===== config.mk =====
export PLATFORM = sky130hd
export DESIGN_NAME = layer_scheduler
export DESIGN_NICKNAME = d
export VERILOG_FILES = /design/src/rtl/layer_scheduler.sv
export SDC_FILE = /design/constraint.sdc
export NUM_CORES = 1
export LEC_CHECK = 0
export ABC_AREA = 1
export CAP_MARGIN = 20
export CELL_PAD_IN_SITES_DETAIL_PLACEMENT = 1
export CELL_PAD_IN_SITES_GLOBAL_PLACEMENT = 1
export CORE_ASPECT_RATIO = 1.25
export CORE_MARGIN = 1
export CORE_UTILIZATION = 27
export DETAILED_ROUTE_END_ITERATION = 16
export PLACE_DENSITY = 0.71
export SETUP_SLACK_MARGIN = 0.02
export SYNTH_ARGS = -nofsm -noshare
export SYNTH_HDL_FRONTEND = slang
export SYNTH_SLANG_ARGS = --single-unit

===== constraint.sdc =====
create_clock -name clk -period 2.9 [get_ports clk]
set_input_delay 0.87 -clock clk [delete_from_list [all_inputs] [get_ports clk]]
set_output_delay 0.87 -clock clk [all_outputs]
set_load 0.01 [all_outputs]

===== src/rtl/layer_scheduler.sv =====
// rtl/layer_scheduler.sv - per-frame layer-fetch request sequencer, pipe 0
// Walks pixels in raster order and, for each pixel, every enabled layer from lowest to highest.
module layer_scheduler #(
  parameter int LAYERS    = 32,
  parameter int LAYER_W   = 5,
  parameter int PIX_W     = 19,
  parameter int PIX_COUNT = 307200
) (
  input  logic               clk,
  input  logic               reset,
  input  logic               frame_start,
  input  logic [LAYERS-1:0]  layer_en,
  output logic               req_valid,
  input  logic               req_ready,
  output logic [LAYER_W-1:0] req_layer,
  output logic [PIX_W-1:0]   req_pixel,
  output logic               req_last,
  output logic               pixel_done,
  output logic               frame_done,
  output logic               busy
);

  localparam logic [PIX_W-1:0] LAST_PIX = PIX_W'(PIX_COUNT - 1);

  typedef enum logic {S_IDLE, S_ISSUE} state_t;

  state_t             r_state;
  logic [LAYERS-1:0]  r_mask;
  logic               r_req_valid;
  logic [LAYER_W-1:0] r_req_layer;
  logic [PIX_W-1:0]   r_req_pixel;
  logic               r_pixel_done;
  logic               r_frame_done;
  logic               r_busy;

  logic               w_found_next;
  logic [LAYER_W-1:0] w_next_layer;
  logic [LAYER_W-1:0] w_start_layer;
  logic [LAYER_W-1:0] w_mask_first;
  logic               w_handshake;

  // Downward scans so the last hit wins, giving the lowest qualifying index.
  always_comb begin
    w_found_next  = 1'b0;
    w_next_layer  = '0;
    w_start_layer = '0;
    w_mask_first  = '0;
    for (int i = LAYERS - 1; i >= 0; i--) begin
      if (r_mask[i] && (i > int'(r_req_layer))) begin
        w_found_next = 1'b1;
        w_next_layer = LAYER_W'(i);
      end
      if (layer_en[i]) w_start_layer = LAYER_W'(i);
      if (r_mask[i])   w_mask_first  = LAYER_W'(i);
    end
  end

  assign w_handshake = r_req_valid & req_ready;

  always_ff @(posedge clk or negedge reset) begin
    if (!reset) begin
      r_state      <= S_IDLE;
      r_mask       <= '0;
      r_req_valid  <= 1'b0;
      r_req_layer  <= '0;
      r_req_pixel  <= '0;
      r_pixel_done <= 1'b0;
      r_frame_done <= 1'b0;
      r_busy       <= 1'b0;
    end else begin
      r_pixel_done <= 1'b0;
      r_frame_done <= 1'b0;
      case (r_state)
        S_IDLE: begin
          if (frame_start) begin
            r_mask <= layer_en;
            if (|layer_en) begin
              r_state     <= S_ISSUE;
              r_req_valid <= 1'b1;
              r_busy      <= 1'b1;
              r_req_pixel <= '0;
              r_req_layer <= w_start_layer;
            end else begin
              r_frame_done <= 1'b1;
            end
          end
        end
        S_ISSUE: begin
          if (w_handshake) begin
            if (w_found_next) begin
              r_req_layer <= w_next_layer;
            end else if (r_req_pixel != LAST_PIX) begin
              r_req_pixel  <= r_req_pixel + 1'b1;
              r_req_layer  <= w_mask_first;
              r_pixel_done <= 1'b1;
            end else begin
              r_state      <= S_IDLE;
              r_req_valid  <= 1'b0;
              r_busy       <= 1'b0;
              r_req_layer  <= '0;
              r_req_pixel  <= '0;
              r_pixel_done <= 1'b1;
              r_frame_done <= 1'b1;
            end
          end
        end
        default: r_state <= S_IDLE;
      endcase
    end
  end

  assign req_valid  = r_req_valid;
  assign req_layer  = r_req_layer;
  assign req_pixel  = r_req_pixel;
  assign req_last   = r_req_valid & ~w_found_next;
  assign pixel_done = r_pixel_done;
  assign frame_done = r_frame_done;
  assign busy       = r_busy;

endmodule


# Word level (Yosys, flattened, before mapping)
# Cells that the tools add are included.
word_totals:
  elab_cells: 244
  input_bits: 36
  output_inout_bits: 29
  ff_bits: 60
op_classes:
  bitwise_logic: 4
  n_lt_le_gt_ge: 31
  n_mux: 159
  eq_ne: 6
  add_sub_neg: 1
  reduce_logical: 36
op_table:
  columns: ["cell", "count"]
  rows:
  - ["two-way mux 5 bit", 100]
  - ["two-way mux 19 bit", 5]
  - ["greater-than comparator 5 bit, first input constant", 16]
  - ["two-way mux 1 bit", 49]
  - ["greater-than comparator 4 x 5 -> 1 bit, first input constant", 8]
  - ["case mux 19 bit (2 select lines)", 1]
  - ["OR reduction 32 bit", 1]
  - ["logical AND 1 bit", 31]
  - ["greater-than comparator 3 x 5 -> 1 bit, first input constant", 4]
  - ["adder 19 x 1 -> 19 bit, second input constant", 1]
  - ["!= test 19 bit, second input constant", 1]
  - ["greater-than comparator 2 x 5 -> 1 bit, first input constant", 2]
  - ["case mux 5 bit (2 select lines)", 1]
  - ["!= test 2 bit, second input constant", 4]
  - ["case mux 1 bit (2 select lines)", 3]
  - ["greater-than comparator 1 x 5 -> 1 bit, first input constant", 1]
  - ["AND reduction 5 bit", 1]
  - ["AND reduction 4 bit", 1]
  - ["AND reduction 3 bit", 1]
  - ["AND 1 bit", 2]
  - ["!= test 2 x 1 -> 1 bit, second input constant", 1]
  - ["inverter 1 bit", 2]
  - ["AND reduction 2 bit", 1]

# Depth between registers and ports, before layout
# Gate-level depths: netlist (run 1).
depth:
  ltp_word: 36
  mapped_depth: 36

# Least setup slack after synthesis (run 1)
# Ideal clock, no wire load.
synth_path:
  kind: "input -> register"
  from: "input port layer_en[24]"
  to: "register r_req_pixel[2], in the netlist req_pixel[2]"
  arrival_time_ns: 2.592
  setup_time_ns: 0.125
  path_slack_ns: 0.183
  path_stages: 12
  n_path_buf: 1
  path_cell_list: "nor4_1 > nand2_1 > nor3_1 > nand4_1 > nand3_1 > nand2_1 > inv_1 > nor2_4 > inv_2 > clkbuf_1 > o21ai_0 > nor3b_1"
synth_between:
  elab_chain_cells: 3
synth_rtl:
  columns: ["element", "line_no", "source"]
  rows:
  - ["start: declaration", "12", "input logic [LAYERS-1:0] layer_en,"]
  - ["OR reduction 32 bit", "77", "if (|layer_en) begin"]
  - ["!= test 2 bit (no source line)", null, null]
  - ["AND reduction 4 bit (no source line)", null, null]
  - ["end signal: assignment", "93", "r_req_pixel <= r_req_pixel + 1'b1;"]
  - ["end: declaration", "31", "logic [PIX_W-1:0] r_req_pixel;"]
# No other way between the ends.
# A chain may end at the register's enable or synchronous reset.

# Final worst setup path (run 1)
layout_path:
  from: "register r_req_layer[1], in the netlist req_layer[1]"
  to: "output port req_last"
layout_between:
  elab_chain_cells: 35
  word_cells_on_any_way: 95
layout_rtl:
  columns: ["element", "line_no", "source"]
  rows:
  - ["start: declaration", "30", "logic [LAYER_W-1:0] r_req_layer;"]
  - ["start signal: assignment", "82", "r_req_layer <= w_start_layer;"]
  - ["start signal: assignment", "91", "r_req_layer <= w_next_layer;"]
  - ["start signal: assignment", "94", "r_req_layer <= w_mask_first;"]
  - ["greater-than comparator 5 bit", "49", "if (r_mask[i] && (i > int'(r_req_layer))) begin"]
  - ["logical AND 1 bit", "49", null]
  - ["two-way mux 1 bit (30 in series)", "49", null]
  - ["two-way mux 1 bit *", "49", null]
  - ["inverter 1 bit *", "115", "assign req_last = r_req_valid & ~w_found_next;"]
  - ["AND 1 bit *", "115", null]
  - ["end: declaration", "17", "output logic req_last,"]
# Mark *: on every way between the ends. The rest lies on a longest branch, timed or not.

==> results of run 1 <==
[path summary, 6_finish.rpt]
path	end	slack, ns
max in group asynchronous	r_mask[14]$_DFFE_PN0P_	1.56
max reg2reg	req_layer[1]$_DFFE_PN0P_	0.04
min	r_mask[21]$_DFFE_PN0P_	0.52
max	req_last	-0.19
min in group asynchronous	req_pixel[14]$_DFFE_PN0P_	0.58
min reg2reg	r_mask[21]$_DFFE_PN0P_	0.52
[area by class of cell]
class                   count  area [µm²]  area share
clock buffers              12         256      0.0389
clock inverters             4        47.5     0.00720
multi-input cells         460        2320       0.351
flip-flops and latches     60        1510       0.228
well taps                 208         260      0.0394
inverters                 122         462      0.0700
repair buffers            213        1750       0.265
[synthesized netlist by cell type (2+ instances only)]
library cell               count  area share
sky130_fd_sc_hd__nor3_2        2      0.0048
sky130_fd_sc_hd__o22ai_1       2      0.0030
sky130_fd_sc_hd__o211ai_1      6       0.011
sky130_fd_sc_hd__nor3_1       21       0.025
sky130_fd_sc_hd__inv_2         6      0.0053
sky130_fd_sc_hd__a31oi_1       6      0.0089
sky130_fd_sc_hd__o21ai_2       3      0.0062
sky130_fd_sc_hd__nand2_1     194        0.17
sky130_fd_sc_hd__o41ai_1       3      0.0062
sky130_fd_sc_hd__inv_1       113        0.10
sky130_fd_sc_hd__buf_2         2      0.0024
sky130_fd_sc_hd__o311ai_0      3      0.0062
sky130_fd_sc_hd__a21oi_1      21       0.025
sky130_fd_sc_hd__o31ai_1       3      0.0053
sky130_fd_sc_hd__clkbuf_1      9      0.0080
sky130_fd_sc_hd__a22oi_1       2      0.0036
sky130_fd_sc_hd__nor2_1       72       0.064
sky130_fd_sc_hd__a21oi_2       2      0.0042
sky130_fd_sc_hd__nor4_1        7       0.010
sky130_fd_sc_hd__a311oi_1      2      0.0042
sky130_fd_sc_hd__nand2_2       3      0.0045
sky130_fd_sc_hd__nor2_2        6      0.0089
sky130_fd_sc_hd__dfrtp_1      60        0.36
sky130_fd_sc_hd__o21ai_0      51       0.061
sky130_fd_sc_hd__clkinv_1      2      0.0018
sky130_fd_sc_hd__nand3_2       2      0.0048
sky130_fd_sc_hd__nand3_1      27       0.032
sky130_fd_sc_hd__nor3b_1       4      0.0071
sky130_fd_sc_hd__nand4_1       6      0.0089
[tightest hold or removal path: stages (launching register included)]
cell                      delay, ns
sky130_fd_sc_hd__dfrtp_1       0.37
sky130_fd_sc_hd__nand2_1       0.06
sky130_fd_sc_hd__o21ai_0       0.06
[metal layers]
metal / routed length, µm / vias up / GRT usage
met4: 541 / 0 / 0.0886
li1: - / 2515 / -
met2: 9030 / 91 / 0.411
met3: 489 / 41 / 0.0333
met5: 0 / - / 0
met1: 6770 / 2520 / 0.237
[registers in the layout, summed over array words and instances (netlist names)]
name	cells
busy	1
frame_done	1
pixel_done	1
r_mask	32
r_state	1
req_layer	5
req_pixel	19
[through the flow]
step           setup TNS, ns  setup WS, ns  std cells
2_1_floorplan              0         0.183        655
3_3_place_gp           -8.13        -0.461       1043
3_5_place_dp          -11.46        -0.602       1043
4_1_cts               -0.213        -0.213       1073
5_1_grt                -1.04        -0.314       1079
6_report              -0.190        -0.190       1079
[cell families (layout without fill, tap and decap cells)]
group | after synthesis | count (layout) | synth area share
simple gates | 349 | 349 | 0.361
buf+inv | 135 | 351 | 0.124
fa+ha+maj | 1 | 1 | 0.00297
xor+xnor | 1 | 1 | 0.00208
compound gates | 108 | 108 | 0.151
flops | 60 | 60 | 0.356
mux | 1 | 1 | 0.00267
[power by group through the flow]
stage	Combinational, W	Sequential (W)	Clock [W]
after global routing	0.000656	0.000949	0.00115
after global placement	0.000550	0.000949	0
after detailed placement	0.000569	0.000953	0
after floorplan	0.000181	0.000969	0
after CTS	0.000591	0.000941	0.00111
final	0.000603	0.000941	0.00110
[repair_timing]
action	4_1_cts	5_1_grt
endpoints found under the setup margin	25	25
hold endpoints to repair	0	0
buffers inserted	14	6
pin swaps	16	4
gates resized for setup	40	17
==> impl_summary.log, run 1 <==
INFO  metric postLayoutCellArea = 6600 µm²
INFO  metric finClkSkew = 0.00532 ns
INFO  metric switching_share = 0.279
INFO  metric timing.critical_path.to_type = primary output
INFO  metric ff_to_ff_start = req_layer[1]$_DFFE_PN0P_
INFO  metric drc_errors = 0
INFO  metric critical_path.n_buffers_inverters = 2
INFO  metric switching_power = 0.000737 W
INFO  metric startpoint = req_layer[1]$_DFFE_PN0P_
INFO  metric final_net_count = 903
INFO  metric grt_remaining_overflow = 0
INFO  metric holdBufCountCts = 0
INFO  metric worst_path_max_delay_cell = sky130_fd_sc_hd__dfrtp_2
INFO  metric hold_slack = 0.524 ns
INFO  metric synth-edff-count = 0
INFO  metric p_per_area = 401 nW/µm²
INFO  metric timing.critical_path.arrival = 2.22 ns
INFO  metric synth-seq-cells = 60
INFO  metric critPathRequiredTime = 2.03 ns
INFO  metric num_vias = 5167
INFO  metric drt_wl_total = 16800 µm
INFO  metric fp-row-count = 50
INFO  metric layout.cells.most_common = sky130_fd_sc_hd__nand2_1
INFO  metric worstHoldPathCells = 2
INFO  metric synth_fp_nets = 692
INFO  metric internal-power = 0.00191 W
INFO  metric finalHoldViolations = 0
INFO  metric static_leak = 3.35 nW
INFO  metric syn_area = 4210 µm²
INFO  metric mostFrequentLayoutCells = sky130_fd_sc_hd__nand2_1, sky130_fd_sc_hd__buf_4, sky130_fd_sc_hd__inv_1, sky130_fd_sc_hd__nor2_1, sky130_fd_sc_hd__dfrtp_1
INFO  metric cts_inserted_buffers = 9
INFO  metric p_total = 0.00264 W
INFO  metric p_clk_frac = 0.416
INFO  metric grt.total_usage = 0.216
INFO  metric die_width = 114 µm
INFO  metric core-area = 15100 µm²
INFO  metric dp_hpwl = 13200 µm
INFO  metric postSynthAreaPerCell = 6.43 µm²
INFO  metric vdd_drop_max = 0.506 mV
INFO  metric netlist_instances = 655
INFO  metric min_period = 3.09 ns
INFO  metric drt_first_iter_violations = 187
INFO  metric max_cap_violations = 0
INFO  metric filler_cell_count = 1986
INFO  metric first_global_vias = 5589
INFO  metric cts_tree = built
INFO  metric synth.distinct_cells = 44
INFO  metric ioPinCount = 65
INFO  metric power.share.sequential = 0.356
INFO  metric antenna_left = 0
INFO  metric synth_async_sr_flop_share = 1.00
INFO  metric start_kind = flip-flop
INFO  metric setup_ws = -0.190 ns
INFO  metric min_period_over_period = 1.07
INFO  metric cts.reportedPaths.clkPinSlew = 0.05 ns
INFO  metric utilization = 0.436
INFO  metric num_antenna_cells = 0
INFO  metric yosysWarnings = 0
INFO  metric detailed_place.area = 6020 µm²
INFO  metric die-area = 16100 µm²
INFO  metric grt_max_degree = 34
INFO  metric numClockSinks = 60
INFO  metric max_slew.worst_pin.slew = 0.702 ns
INFO  metric maximum_buffer_depth_of_the_clock_tree = 2
INFO  metric timing.hold.worst.class = flip-flop to flip-flop
INFO  metric initial_core_util = 0.278
INFO  metric maxClockFrequency = 324 MHz
INFO  metric timing.reg2reg.worst_path_depth = 17
INFO  metric largest_fanout_on_the_critical_path = 6
INFO  metric cts.htree.levels = 3
INFO  metric area_growth_syn_to_layout = 56.6%
INFO  metric route.detailed.vias_per_inst = 4.79
INFO  metric drt-pass1-iter-count = 4
INFO  metric combinationalPowerShare = 0.228
INFO  metric insertion_delay = 0.33 ns
INFO  metric crit_cells = 10
INFO  metric grt_first_pass_wirelength = 27300 µm
INFO  metric yosysSeqAreaShare = 0.356
INFO  metric grt_antenna_before_repair = 0
INFO  metric place_congestion = 0.870
INFO  metric violations = setup timing
INFO  metric crit_chain = nand2_2 > buf_4 > o211ai_1 > nand2_1 > nor2_1 > nand2_1 > nor2_4 > nand2_2 > nor2_1 > buf_2
INFO  metric final-setup-viol-count = 1
INFO  metric clockRootBuffer = sky130_fd_sc_hd__clkbuf_16
INFO  metric rsz_0062_raised_after_global_routing = true
INFO  metric final-max-slew-violation-count = 0
INFO  metric critPathMaxStageDelay = 0.47 ns
INFO  metric port_buffers = 64
INFO  metric synth_flop_cell = sky130_fd_sc_hd__dfrtp_1
INFO  metric proportion_of_layout_cells_with_a_drive_suffix_above_1 = 0.261
INFO  metric outcome = finished with violations
INFO  metric post_drt_wl_per_cell = 15.6 µm
INFO  metric maxSlewHeadroom = 0.532
INFO  metric min_from = r_mask[21]$_DFFE_PN0P_
INFO  metric timing_worst_setup_path_type = flip-flop to primary output
INFO  metric critPathTopFamily = simple AND/OR/NAND/NOR gates
INFO  metric die_extent_in_y = 142 µm
Power figures use the tool's default switching activity.
==> inputs of run 2 (changes only) <==
CELL_PAD_IN_SITES_DETAIL_PLACEMENT = 0   (was 1)
CORE_MARGIN = not set   (was 1)
==> run 2 against run 1 <==
Effect of this change:
- the flow still finishes with violations (setup timing)
- total power shrank 2.6%
- critical path type unchanged
- largest cell class unchanged
- design area shrank 0.42%
- wire length shrank 15%
- non-clock buffer count shrank 7
- clock-buffer cell count shrank 3
- global-route usage shrank 3.1 points
- sequential cell count is the same
- sequential power is essentially flat
- hold slack lost 0.0097 ns
- die area is the same
- utilization shrank 0.18 points
==> impl_summary.log, run 2 (synthesis results as in run 1) <==
INFO  metric finClkSkew = 0.00704 ns
INFO  metric total_negative_slack = -0.0844 ns
INFO  metric core-area = 15100 µm²
INFO  metric setup_ws = -0.0844 ns
INFO  metric maxSlewHeadroom = 0.528
INFO  metric timing_worst_setup_path_type = flip-flop to primary output
INFO  metric detailed_place.area = 6020 µm²
INFO  metric cts.htree.levels = 3
INFO  metric num_antenna_cells = 0
INFO  metric max_ffs_per_register = 32
INFO  metric place_congestion = 0.870
INFO  metric regToRegEndpoint = req_pixel[18]$_DFFE_PN0P_
INFO  metric timing.reg2reg.worst_path_depth = 17
INFO  metric mostFrequentLayoutCells = sky130_fd_sc_hd__nand2_1, sky130_fd_sc_hd__buf_4, sky130_fd_sc_hd__inv_1, sky130_fd_sc_hd__nor2_1, sky130_fd_sc_hd__dfrtp_1
INFO  metric combinationalPowerShare = 0.227
INFO  metric die_extent_in_y = 142 µm
INFO  metric power.share.sequential = 0.365
INFO  metric max_cap_violations = 0
INFO  metric grt_first_pass_wirelength = 23400 µm
INFO  metric critPathRequiredTime = 2.03 ns
INFO  metric fp-row-count = 50
INFO  metric cts_tree = built
INFO  metric clockRootBuffer = sky130_fd_sc_hd__clkbuf_16
INFO  metric finalHoldViolations = 0
INFO  metric vdd_drop_max = 0.373 mV
INFO  metric min_period_over_period = 1.03
INFO  metric maxClockFrequency = 335 MHz
INFO  metric switching_share = 0.278
INFO  metric internal-power = 0.00186 W
INFO  metric register_area = 1510 µm²
INFO  metric area_growth_syn_to_layout = 56.0%
INFO  metric ff_to_ff_start = req_layer[1]$_DFFE_PN0P_
INFO  metric port_buffers = 64
INFO  metric grt_remaining_overflow = 0
INFO  metric layout.cells.most_common = sky130_fd_sc_hd__nand2_1
INFO  metric switching_power = 0.000716 W
INFO  metric multiInputGateArea = 2330 µm²
INFO  metric timing.critical_path.arrival = 2.11 ns
INFO  metric filler_cell_count = 1614
INFO  metric route.detailed.vias_per_inst = 4.53
INFO  metric worstHoldPathCells = 2
INFO  metric post_drt_wl_per_cell = 13.3 µm
INFO  metric grt_antenna_before_repair = 0
INFO  metric min_period = 2.98 ns
INFO  metric largest_register = r_mask
INFO  metric rsz_0062_raised_after_global_routing = true
INFO  metric first_global_vias = 4999
INFO  metric proportion_of_layout_cells_with_a_drive_suffix_above_1 = 0.257
INFO  metric grt_max_degree = 34
INFO  metric dp_worst_setup_slack = -0.545 ns
INFO  metric maximum_buffer_depth_of_the_clock_tree = 2
INFO  metric final-max-slew-violation-count = 0
INFO  metric die_width = 114 µm
INFO  metric p_clk_frac = 0.409
INFO  metric antenna_left = 0
INFO  metric num_vias = 4861
INFO  metric final-setup-viol-count = 1
INFO  metric timing.critical_path.to_type = primary output
INFO  metric cts.reportedPaths.clkPinSlew = 0.05 ns
INFO  metric dp_hpwl = 11500 µm
INFO  metric static_leak = 3.34 nW
INFO  metric insertion_delay = 0.33 ns
INFO  metric drt-pass1-iter-count = 4
INFO  metric startpoint = req_layer[1]$_DFFE_PN0P_
INFO  metric die-area = 16100 µm²
INFO  metric drt_first_iter_violations = 250
INFO  metric drc_errors = 0
INFO  metric ff2ff_setup_slack = 0.11 ns
INFO  metric numClockSinks = 60
INFO  metric largest_fanout_on_the_critical_path = 6
INFO  metric initial_core_util = 0.278
INFO  metric holdBufCountCts = 0
INFO  metric postLayoutCellArea = 6570 µm²
INFO  metric grt.total_usage = 0.186
INFO  metric min_from = r_mask[21]$_DFFE_PN0P_
INFO  metric final_net_count = 896
INFO  metric cts_inserted_buffers = 9
INFO  metric timing.hold.worst.class = flip-flop to flip-flop
INFO  metric worstSetupEndpoint = req_last
INFO  metric violations = setup timing
INFO  metric max_slew.worst_pin.slew = 0.707 ns
INFO  metric outcome = finished with violations
INFO  metric utilization = 0.434
INFO  metric start_kind = flip-flop
INFO  metric ioPinCount = 65
INFO  metric drt_wl_total = 14200 µm
INFO  metric p_per_area = 392 nW/µm²
==> run 2: changes by cell type in the layout (fill, tap and decap cells not counted), sizes merged <==
cell          previous run  this run
clkinvlp                 1         3
inv                    119       120
buf                    151       144
dlymetal6s2s             0         3
dlygate4sd2              8         5
clkbuf                  12         9
==> run 2: how the worst min path moves through the flow <==
stage / endpoint / slack, ns
finish: r_mask[21]$_DFFE_PN0P_ / 0.51
global route: r_mask[24]$_DFFE_PN0P_ / 0.56
CTS: r_mask[21]$_DFFE_PN0P_ / 0.52
detailed placement: r_mask[21]$_DFFE_PN0P_ / 0.50
global placement: r_mask[24]$_DFFE_PN0P_ / 0.50
floorplan: r_mask[24]$_DFFE_PN0P_ / 0.47
==> run 2: cell type report <==
class / instances / share of cell area
multi-input combinational: 460 / 0.355
tap: 208 / 0.0396
sequential: 60 / 0.229
clock buffer: 9 / 0.0343
clock inverter: 7 / 0.0103
inverter: 122 / 0.0701
timing repair buffer: 206 / 0.262
==> run 2: critical path, stage by stage (launching register included) <==
cell                      delay, ns
sky130_fd_sc_hd__dfrtp_2       0.48
sky130_fd_sc_hd__nor2_1        0.23
sky130_fd_sc_hd__nand3_2       0.11
sky130_fd_sc_hd__nor2_1        0.10
sky130_fd_sc_hd__nor3_1        0.07
sky130_fd_sc_hd__nor4_2        0.19
sky130_fd_sc_hd__nand2_1       0.13
sky130_fd_sc_hd__nor2_4        0.15
sky130_fd_sc_hd__nand2_2       0.08
sky130_fd_sc_hd__nor2_1        0.10
sky130_fd_sc_hd__buf_2         0.14
==> run 2: metal layers <==
layer	track usage	routed length (µm)	up-vias
li1	-	-	2498
met1	0.209	5950	2234
met2	0.348	7480	107
met3	0.0312	525	22
met4	0.0658	271	0
met5	0	0	-
==> run 2: repair_timing <==
| action | CTS | global route |
|---|---|---|
| pin swaps | 9 | 14 |
| setup buffers | 9 | 4 |
| setup endpoints to repair | 18 | 22 |
| gates resized for setup | 31 | 33 |
| gates cloned | 0 | 0 |
==> run 2: through the flow <==
step	instances	hold WS, ns	power [W]
after floorplan	655	0.475	0.00115
after global placement	1043	0.498	0.00150
after detailed placement	1043	0.505	0.00151
after CTS	1068	0.518	0.00259
after global routing	1072	0.556	0.00270
final	1072	0.515	0.00258
==> run 2: power by group through the flow <==
| stage | Sequential, W | Clock (W) | Combinational [W] |
|---|---|---|---|
| 4_1_cts | 0.000937 | 0.00108 | 0.000575 |
| 5_1_grt | 0.000946 | 0.00111 | 0.000638 |
| 3_5_place_dp | 0.000950 | 0 | 0.000560 |
| 2_1_floorplan | 0.000969 | 0 | 0.000181 |
| 6_report | 0.000940 | 0.00105 | 0.000584 |
| 3_3_place_gp | 0.000949 | 0 | 0.000550 |
==> inputs of run 3 (changes only) <==
PLACE_DENSITY = not set   (was 0.71)
PLACE_DENSITY_LB_ADDON = 0.05   (was not set)
==> run 3 against run 2 <==
Effect of this change:
- the flow still finishes with violations (setup timing)
- worst setup slack worse by 0.081 ns
- cell count is 0.84% lower
- fmax is 2.6% lower
- critical path depth is 1 higher
- utilization is 0.66 points higher
- clock-buffer cell count is 4 higher
- clock skew is 0.0029 ns lower
- global-route usage is 0.64 points higher
- die area stayed put
- clock power hardly changed
- largest power group unchanged
==> impl_summary.log, run 3 (synthesis results as in run 1) <==
INFO  metric outcome = finished with violations
INFO  metric violations = setup timing
INFO  metric timing_worst_setup_path_type = flip-flop to primary output
INFO  metric min_period_over_period = 1.06
INFO  metric insertion_delay = 0.34 ns
INFO  metric ff_to_ff_start = req_layer[2]$_DFFE_PN0P_
INFO  metric ff2ff_setup_slack = 0.10 ns
INFO  metric drt-pass1-iter-count = 4
INFO  metric antenna_left = 0
INFO  metric crit_chain = buf_12 > nor2_4 > nand3_4 > nor2_4 > nor3_2 > nor4_2 > nand2_2 > nor2_4 > nand2_2 > nor2_1 > buf_2
INFO  metric regToRegEndpoint = req_layer[0]$_DFFE_PN0P_
INFO  metric grt_remaining_overflow = 0
INFO  metric place_congestion = 0.842
INFO  metric max_cap_violations = 0
INFO  metric cts_tree = built
INFO  metric maximum_buffer_depth_of_the_clock_tree = 2
INFO  metric p_per_area = 382 nW/µm²
INFO  metric layout.cells.most_common = sky130_fd_sc_hd__nand2_1
INFO  metric grt_max_degree = 39
INFO  metric static_leak = 3.32 nW
INFO  metric first_global_vias = 4904
INFO  metric timing.critical_path.arrival = 2.20 ns
INFO  metric grt_util_met3 = 0.0299
INFO  metric min_period = 3.07 ns
INFO  metric die_extent_in_y = 142 µm
INFO  metric max_slew.worst_pin.slew = 0.691 ns
INFO  metric largest_register = r_mask
INFO  metric critPathMaxStageDelay = 0.41 ns
INFO  metric cts.htree.levels = 3
INFO  metric final-setup-viol-count = 1
INFO  metric post_drt_wl_per_cell = 13.8 µm
INFO  metric maxSlewHeadroom = 0.533
INFO  metric area_growth_syn_to_layout = 58.3%
INFO  metric die_width = 114 µm
INFO  metric numClockSinks = 60
INFO  metric clockRootBuffer = sky130_fd_sc_hd__clkbuf_16
INFO  metric p_total = 0.00255 W
INFO  metric register_area = 1510 µm²
INFO  metric timing.reg2reg.worst_path_depth = 37
INFO  metric initial_core_util = 0.278
INFO  metric max_ffs_per_register = 32
INFO  metric timing.critical_path.to_type = primary output
INFO  metric finClkSkew = 0.00411 ns
INFO  metric drt_first_iter_violations = 122
INFO  metric final_net_count = 888
INFO  metric largest_fanout_on_the_critical_path = 6
INFO  metric worstSetupEndpoint = req_last
INFO  metric cts_inserted_buffers = 9
INFO  metric num_antenna_cells = 0
INFO  metric route.detailed.vias_per_inst = 4.55
INFO  metric timing.hold.worst.class = flip-flop to flip-flop
INFO  metric global_route.peak_usage_layer = met2
INFO  metric grtUsageMet2 = 0.348
INFO  metric filler_cell_count = 1667
INFO  metric fp-row-count = 50
INFO  metric startpoint = req_layer[1]$_DFFE_PN0P_
INFO  metric critPathRequiredTime = 2.03 ns
INFO  metric multiInputGateArea = 2460 µm²
INFO  metric die-area = 16100 µm²
INFO  metric num_vias = 4833
INFO  metric start_kind = flip-flop
INFO  metric utilization = 0.441
INFO  metric mostFrequentLayoutCells = sky130_fd_sc_hd__nand2_1, sky130_fd_sc_hd__buf_4, sky130_fd_sc_hd__inv_1, sky130_fd_sc_hd__nor2_1, sky130_fd_sc_hd__dfrtp_1
INFO  metric rsz_0062_raised_after_global_routing = true
INFO  metric grt_first_pass_wirelength = 23800 µm
INFO  metric met1_usage = 0.225
INFO  metric grt.total_usage = 0.192
INFO  metric ioPinCount = 65
INFO  metric setup_ws = -0.165 ns
INFO  metric grt_antenna_before_repair = 0
INFO  metric cts.reportedPaths.clkPinSlew = 0.05 ns
INFO  metric final-max-slew-violation-count = 0
INFO  metric drc_errors = 0
INFO  metric worst_path_max_delay_cell = sky130_fd_sc_hd__dfrtp_2
INFO  metric core-area = 15100 µm²
INFO  metric port_buffers = 64
INFO  metric dp_hpwl = 11600 µm
INFO  metric drt_wl_total = 14600 µm
INFO  metric critical_path.most_common_cell = sky130_fd_sc_hd__nor2_4
INFO  metric proportion_of_layout_cells_with_a_drive_suffix_above_1 = 0.270
INFO  metric maxClockFrequency = 326 MHz
INFO  metric vdd_drop_max = 0.310 mV
INFO  metric finalHoldViolations = 0
[run 3: final cells by class]
| type | instances | area share |
|---|---|---|
| flip-flops and latches | 60 | 0.226 |
| clock inverters | 2 | 0.00525 |
| repair buffers | 198 | 0.254 |
| inverters | 122 | 0.0694 |
| clock buffers | 13 | 0.0375 |
| well taps | 208 | 0.0390 |
| multi-input cells | 460 | 0.369 |
[run 3: metal layers]
layer  routed length [µm]  vias to the layer above
met2                 7540                       72
met4                  345                        0
met3                  423                       23
met5                    0                        -
met1                 6330                     2245
li1                     -                     2493
[run 3: metrics by stage]
step,cell area (µm²),hold slack [ns],worst slack [ns],setup TNS [ns],std cells
floorplan,4210,0.475,0.183,0,655
global placement,5850,0.501,-0.588,-10.13,1018
detailed placement,5850,0.508,-0.572,-11.38,1018
CTS,6370,0.520,-0.189,-0.215,1052
global route,6670,0.553,-0.280,-0.759,1063
finish,6670,0.517,-0.165,-0.165,1063
[run 3: report_power, final]
| part | switching [W] | internal [W] |
|---|---|---|
| clock | 0.000390 | 0.000683 |
| sequential | 0.0000491 | 0.000891 |
| combinational | 0.000268 | 0.000269 |
[run 3: worst min path at each step]
| stage | slack, ns | startpoint | cells past startpoint | end |
|---|---|---|---|---|
| floorplan | 0.47 | r_mask[24]$_DFFE_PN0P_ | 2 | r_mask[24]$_DFFE_PN0P_ |
| global route | 0.55 | r_mask[6]$_DFFE_PN0P_ | 2 | r_mask[6]$_DFFE_PN0P_ |
| detailed placement | 0.51 | r_mask[13]$_DFFE_PN0P_ | 2 | r_mask[13]$_DFFE_PN0P_ |
| finish | 0.52 | r_mask[13]$_DFFE_PN0P_ | 2 | r_mask[13]$_DFFE_PN0P_ |
| CTS | 0.52 | r_mask[13]$_DFFE_PN0P_ | 2 | r_mask[13]$_DFFE_PN0P_ |
| global placement | 0.50 | r_mask[13]$_DFFE_PN0P_ | 2 | r_mask[13]$_DFFE_PN0P_ |
[run 3: timing repair]
action,4_1_cts,5_1_grt
setup endpoints to repair,22,22
gates cloned,0,0
setup buffers,20,11
pin swaps,23,30
gates resized for setup,43,54
hold buffers,0,0
[run 3: critical path, delay by kind of cell, from the launching register on]
kind                   cells  cell delay (ns)
AND/OR/NAND/NOR            9             1.16
flip-flops                 1             0.41
buffers and inverters      2             0.29
==> RTL edit, RTL diff (settings of run 3) <==
Change the parameter `LAYER_W` from 5 to 10.
--- a/src/rtl/layer_scheduler.sv
+++ b/src/rtl/layer_scheduler.sv
@@ -2,7 +2,7 @@
 // Walks pixels in raster order and, for each pixel, every enabled layer from lowest to highest.
 module layer_scheduler #(
   parameter int LAYERS    = 32,
-  parameter int LAYER_W   = 5,
+  parameter int LAYER_W   = 10,
   parameter int PIX_W     = 19,
   parameter int PIX_COUNT = 307200
 ) (
Interface: changed (resized req_layer); port bits go from 65 to 70. No check against the original RTL was run, so the function may have changed too.
==> RTL edit against run 3 <==
The flow still finishes with violations (negative setup slack); setup slack got worse by 49 ps; cell area rose by 3.5%; critical path depth did not move; highest routed layer unchanged; power fell by 0.18%; critical path type unchanged; sequential cell count did not move; area after synthesis rose by 1.4%; wire length rose by 0.72%; via count rose by 0.46%.
==> RTL edit: results (changes against run 3) <==
stage,metric,value,unit,change
final_layout,nMultiInputCombCells,466,,+1.3%
power,pg_seq,0.939,mW,about the same
final_layout,buf_share,26.38,%,+0.93 points
final_layout,non_clock_inverter_count,131,,+7.4%
worst_hold_path,min-delay-start,r_mask[25],,
worst_setup_path,reg2reg_depth,19,,-49%
global_route,track_usage,19.05,%,-0.17 points
final_layout,n_all_buffers,213,,+7.6%
worst_hold_path,hold_end,r_mask[25],,
synth,synth_xor_xnor_area_share,0.8197,%,+0.61 points
outcome,violations,negative setup slack,,
synth,synth_compound_area_share,14.81,%,-0.33 points
final_layout,nets,918,,+3.4%
clock_tree,post_cts_buffers,16,,-20%
worst_setup_path,r2r_end,req_pixel[17],,
sta,finalSetupViolCount,4,,+3
global_route,grt_pass1_vias,4804,,-2.0%
final_layout,final_layout_size_suffix_gt1_share,28.67,%,+1.7 points
sta,fin_skew,4.385,ps,+0.2763 ps
power,internal_power,1.853,mW,+0.53%
global_route,grt_pass1_wl,23470,um,-1.3%
power,p_leak,3.476,nW,+4.6%
sta,holdWs,495.3,ps,-21.57 ps
synth,synth.avg_cell_area,6.351,um2,-1.3%
power,vdd_ir_drop_max,288.3,uV,-7.1%
final_layout,area_growth,61.59,%,
placed_design,hpwl,11340,um,-2.3%
outcome,status,"complete, but fails checks",,
sta,layout_setup_ws,-214.0,ps,-48.74 ps
final_layout,clock_area_share,4.402,%,+0.13 points
synth,ys_seq_area_share,35.13,%,-0.50 points
global_route,grt_max_degree,62,,+59%
final_layout,multi_input_area_share,36.18,%,-0.69 points
worst_setup_path,regToRegStartpoint,req_layer[1],,
routing,routedWlPerCell,13.43,um,-2.5%
sta,tns,-429.2,ps,-263.9 ps
synth,muxShareOfSynthArea,0.5269,%,+0.26 points
==> RTL edit: cell types whose count changed after synthesis, moves of 4 or more <==
cell | before | now
inv_1 | 113 | 128
nand2_1 | 194 | 190
nor2_1 | 72 | 85
nand3_1 | 27 | 18
buf_4 | 1 | 9
==> RTL edit: kinds of logic (layout without fill, tap and decap cells) <==
| group | Yosys count | in the layout |
|---|---|---|
| multiplexers | 2 | 2 |
| AO/OA/AOI/OAI | 109 | 109 |
| buffers and inverters | 151 | 360 |
| other | 1 | 5 |
| XOR/XNOR | 4 | 4 |
| AND/OR/NAND/NOR | 345 | 345 |
| flip-flops | 60 | 60 |
| adder cells (fa/ha/maj) | 1 | 1 |
==> RTL edit: per-layer routing <==
| metal | global-route usage [%] | share of wire (%) | up-vias |
|---|---|---|---|
| met3 | 3.268 | 3.1 | 22 |
| met2 | 34.51 | 51 | 68 |
| met5 | 0 | 0 | - |
| met4 | 8.134 | 2.3 | 0 |
| li1 | - | - | 2532 |
| met1 | 21.86 | 44 | 2233 |
